===== config.mk =====
export PLATFORM = sky130hd
export DESIGN_NAME = regfile_sb
export DESIGN_NICKNAME = d
export VERILOG_FILES = /design/src/rtl/regfile_sb.sv
export SDC_FILE = /design/constraint.sdc
export NUM_CORES = 2
export LEC_CHECK = 0
export CAP_MARGIN = 20
export CORE_ASPECT_RATIO = 1.75
export CORE_MARGIN = 2
export CORE_UTILIZATION = 40
export CTS_CLUSTER_DIAMETER = 150
export DETAILED_ROUTE_END_ITERATION = 10
export GPL_TIMING_DRIVEN = 0
export HOLD_SLACK_MARGIN = 0.15
export PLACE_DENSITY = 0.64
export SETUP_SLACK_MARGIN = 0.4
export SYNTH_ARGS = -nofsm -noshare
export SYNTH_HDL_FRONTEND = slang
export SYNTH_SLANG_ARGS = --single-unit

===== constraint.sdc =====
create_clock -name clk -period 5.5 [get_ports clk]
set_clock_uncertainty 0.05 [all_clocks]
set_input_delay 1.1 -clock clk [delete_from_list [all_inputs] [get_ports clk]]
set_output_delay 1.1 -clock clk [all_outputs]
set_load 0.01 [all_outputs]

===== src/rtl/regfile_sb.sv =====
// Register file with two async read ports, one sync write port and a busy scoreboard.
// Optional same-cycle write-through on reads: define REGFILE_BYPASS_EN.
module regfile_sb #(
    parameter int unsigned N         = 32,
    parameter int unsigned DEPTH     = 32,
    parameter int unsigned AW        = 5,
    parameter int unsigned RESET_VAL = 1
) (
    input  logic          clk,
    input  logic          rst,
    input  logic [AW-1:0] readreg1,
    input  logic [AW-1:0] readreg2,
    output logic [N-1:0]  regdata1,
    output logic [N-1:0]  regdata2,
    input  logic [AW-1:0] writereg,
    input  logic [N-1:0]  data,
    input  logic          rw,
    input  logic          issue_en,
    input  logic [AW-1:0] issue_reg,
    output logic          busy1,
    output logic          busy2,
    output logic          hazard,
    output logic [AW:0]   busy_count
);

    localparam int unsigned CW = AW + 1;

    logic [N-1:0]     r_regs [DEPTH];
    logic [DEPTH-1:0] r_busy;
    logic [CW-1:0]    r_busy_count;

    logic             w_wr;
    logic             w_set;
    logic             w_clr;
    logic             w_inc;
    logic             w_dec;
    logic [DEPTH-1:0] w_busy_next;

    assign w_wr  = rw && (writereg != '0);
    assign w_set = issue_en && (issue_reg != '0);
    // A new producer for the same register supersedes the completing one
    assign w_clr = w_wr && !(w_set && (issue_reg == writereg));
    assign w_inc = w_set && !r_busy[issue_reg];
    assign w_dec = w_clr && r_busy[writereg];

    always_comb begin
        w_busy_next = r_busy;
        if (w_clr) w_busy_next[writereg] = 1'b0;
        if (w_set) w_busy_next[issue_reg] = 1'b1;
        w_busy_next[0] = 1'b0;
    end

    // Register array, scoreboard and busy counter
    always_ff @(posedge clk) begin
        if (rst) begin
            r_regs[0] <= '0;
            for (int i = 1; i < int'(DEPTH); i++) r_regs[i] <= N'(RESET_VAL);
            r_busy       <= '0;
            r_busy_count <= '0;
        end else begin
            if (w_wr) r_regs[writereg] <= data;
            r_busy <= w_busy_next;
            case ({w_inc, w_dec})
                2'b10:   r_busy_count <= r_busy_count + CW'(1);
                2'b01:   r_busy_count <= r_busy_count - CW'(1);
                default: r_busy_count <= r_busy_count;
            endcase
        end
    end

`ifdef REGFILE_BYPASS_EN
    logic w_byp1;
    logic w_byp2;

    assign w_byp1   = w_wr && (readreg1 == writereg);
    assign w_byp2   = w_wr && (readreg2 == writereg);
    assign regdata1 = (readreg1 == '0) ? '0 : (w_byp1 ? data : r_regs[readreg1]);
    assign regdata2 = (readreg2 == '0) ? '0 : (w_byp2 ? data : r_regs[readreg2]);
    assign busy1    = r_busy[readreg1] && !w_byp1;
    assign busy2    = r_busy[readreg2] && !w_byp2;
`else
    assign regdata1 = (readreg1 == '0) ? '0 : r_regs[readreg1];
    assign regdata2 = (readreg2 == '0) ? '0 : r_regs[readreg2];
    assign busy1    = r_busy[readreg1];
    assign busy2    = r_busy[readreg2];
`endif

    assign hazard     = busy1 || busy2;
    assign busy_count = r_busy_count;

endmodule


==> results.md <==
* Routed vias at roughly 36000
* Die X at approximately 290 µm
* Number of synthesized flops with an enable pin at about 1000
* CP Class: input port to output port
* All-Layer GR Usage at between 20% and 30%
* HPWL Detailed at approximately 160000 µm
* Crit. End Element: output port
* Slew headroom at a little under a fifth
* Sequential power share at 50.2%
* Yosys reg bits at between 1000 and 1500
* Max rail drop VDD at ~0.00023 V
* Seq/Total Area, Yosys at between 50% and 60%
* Startpoint types: input port
* Number of global-route vias before repair at roughly 38000
* Yosys top cell area share at between 50% and 60%
* CTS Buffer Depth at 3
* Crit path arrival time at around 4.0 ns
* Synth area leader: edfxtp_1
* 1st-pass router iterations at 6
* Final #Nets at about 4000
* Iter 0 DRT Violations at approximately 3800
* GPL Wtd Cong at 0.9628
* Pwr Density at between 200 and 300 nW/µm²
* Worst reg2reg setup slack at between 1.5 and 2 ns
* Root buffer cell: clkbuf_16
* Ports at 129
* Worst slew pin tran at 1.215 ns
* Status: finished clean
* Largest net degree at the start of global routing at 33
* Final wirelength at 200100 µm
* Top-count cell post-synth: edfxtp_1
* Leakage Power at 22.18 nW
* DRC Markers at 0
* Min Tclk post-route at 5.146 ns
* Sequential standard cell area at roughly 31000 µm²
* Total grt overflow at 0
* Top_reg_cell synth: edfxtp_1
* WL per Instance at around 34 µm
* Port Buf Inserts at 119
* Distinct cells, synth at between 60 and 70
* CTS tree: built
* Core area at 142000 µm²
* RSZ-0062 raised after global routing: yes
* Initial Util at between 40 and 50%
* Max Slew Vio Count at 0
* Cells after Synth at 3630
* Multi-input combinational cell area at 24200 µm²
* Hold Path Class: register to register
* First-pass GRT wire length at between 200000 and 300000 µm
* Final core utilization at between 40% and 50%
* Cts hold-fix bufs at 0
* Final Hold Vio Count at 0
* Gate power share at approximately 15%
* CTS clk-pin slew, worst paths at about 0.07 ns
* H-Tree Depth at 3
* Final setup violating endpoints at 0
* Synth top cells by count: 1023 x edfxtp_1, 963 x and2_1, 587 x mux4_2, 281 x clkbuf_1, 132 x mux2i_1
* CP max FO at 10
* Maxcap violations at 0
* Skew-Pair Late Insertion Delay at 0.74 ns
* # rows at 183
* Initial antenna violation count at 16
* Crit share post-route at 93.57%
* Die Footprint at between 100000 and 150000 µm²
* CTS Buf Count at 93
* Tot Pwr at between 0.015 and 0.02 W
* Largest cells by area after synthesis: edfxtp_1 54%, mux4_2 23%, and2_1 11%
* Clock Power Share at 35.2%
* Clk sink count at approximately 1100
* Switch Pwr at between 0.004 and 0.005 W
* YS warnings at 0
* Async S/R FF share, synth at 0%
* Avg Inst Size Synth at approximately 16 µm²
* Switching Share at 26.11%
* Internal power at 0.01397 W
* Die H at between 500 and 600 µm
* P&R area growth vs syn at 13.56%
* DRT antenna net count at 0
* Req. time, crit path at 4.35 ns
* Share of layout cells above drive strength 1 at between 20% and 30%
* Setup TNS at 0 ns
* Fmax achieved at 194.3 MHz
* Filler instances at about 12000
* Mapped Area at 57070 µm²
* DR vias/cell at 6.174
[routing by layer]
metal	track usage (%)	vias to the layer above	share of wire, %
met5	0	-	0.019
met4	18.58	6	8.0
met3	3.748	609	6.8
met2	50.16	1881	53
met1	29.27	18910	32
li1	-	14610	-
[worst paths after layout]
kind / from / to / cells past startpoint
worst max-delay path: readreg1[3] / regdata1[16] / 9
worst min-delay path: busy_count[5] / busy_count[5] / 2
worst max register to register: r_busy[3] / busy_count[5] / 12
worst min register to register: busy_count[5] / busy_count[5] / 2
[worst max-delay path, cell delays in order]
cell and delay, ns:
clkdlybuf4s50_1 0.58, inv_1 0.23, clkbuf_4 0.27, buf_8 0.20
buf_4 0.27, mux2i_1 0.42, o22ai_1 0.22, a21o_1 0.21
clkdlybuf4s50_1 0.48
[area by class of cell]
type / instances / share of cell area [%]
sequential: 1060 / 48.54
multi-input combinational: 2195 / 37.34
clock buffer: 115 / 3.817
tap: 1850 / 3.572
buffer: 397 / 3.332
timing repair buffer: 148 / 2.639
clock inverter: 55 / 0.7008
inverter: 8 / 0.04633
antenna: 4 / 0.01544
[metrics by stage]
step / hold WS [ns] / setup WS (ns) / cell area (µm²) / std cells
after detailed placement: 0.4299 / -1.282 / 61200 / 5657
after floorplan: 0.4238 / 1.375 / 57180 / 3660
after global routing: 0.4755 / 0.3709 / 64800 / 5829
after global placement: 0.4182 / -1.307 / 60690 / 5629
after CTS: 0.4448 / 0.3513 / 64690 / 5828
final: 0.4428 / 0.3539 / 64810 / 5832
[power by group through the flow]
stage	clock (W)	combinational [W]	sequential [W]
3_5_place_dp	0	0.00266	0.00966
4_1_cts	0.00666	0.00273	0.00948
2_1_floorplan	0	0.00157	0.00957
3_3_place_gp	0	0.00260	0.00962
6_report	0.00666	0.00276	0.00949
5_1_grt	0.00692	0.00285	0.00953
[layout by cell type (no fill, tap or decap), types with 6 or more instances in the layout]
cell type,instances
mux4_2,587
buf_12,18
nand3_1,11
clkinv_1,17
o22ai_1,47
a21oi_1,24
clkdlybuf4s50_1,116
mux2_2,8
nor2b_1,25
buf_8,15
buf_2,31
o2bb2ai_1,16
mux4_1,12
or2_2,35
clkbuf_1,259
o21ai_0,35
or3_1,35
dfxtp_1,37
buf_6,36
nor2_1,54
mux2i_1,121
inv_1,7
nand2_1,24
and2_1,963
clkbuf_4,11
a21o_1,63
clkbuf_16,96
buf_4,35
edfxtp_1,1023
clkbuf_2,30
a31oi_1,6
mux2i_2,9
conb_1,31
inv_6,8
clkinv_2,14
xor2_1,6
o22ai_2,13
[repair_timing]
item,CTS,global route
gates resized for setup,228,47
endpoints found under the setup margin,69,44
hold endpoints to repair,0,0
setup buffers,1,0
pin swaps,1,1
[kinds of logic (layout without fill, tap and decap cells)]
group,Yosys count,after routing,synth area share (%)
adder cells (fa/ha/maj),6,6,0.1447
AO/OA/AOI/OAI,234,234,2.760
multiplexers,739,739,26.19
AND/OR/NAND/NOR,1178,1178,12.58
XOR/XNOR,7,7,0.1074
other,1,35,0.006571
buffers and inverters,405,723,3.085
flip-flops,1060,1060,55.12
[state kept, by name (all words and copies together), names as in the netlist]
signal and flops:
busy_count 6, r_busy 31, r_regs 1023
No activity file was read; power rests on OpenSTA's default activity.
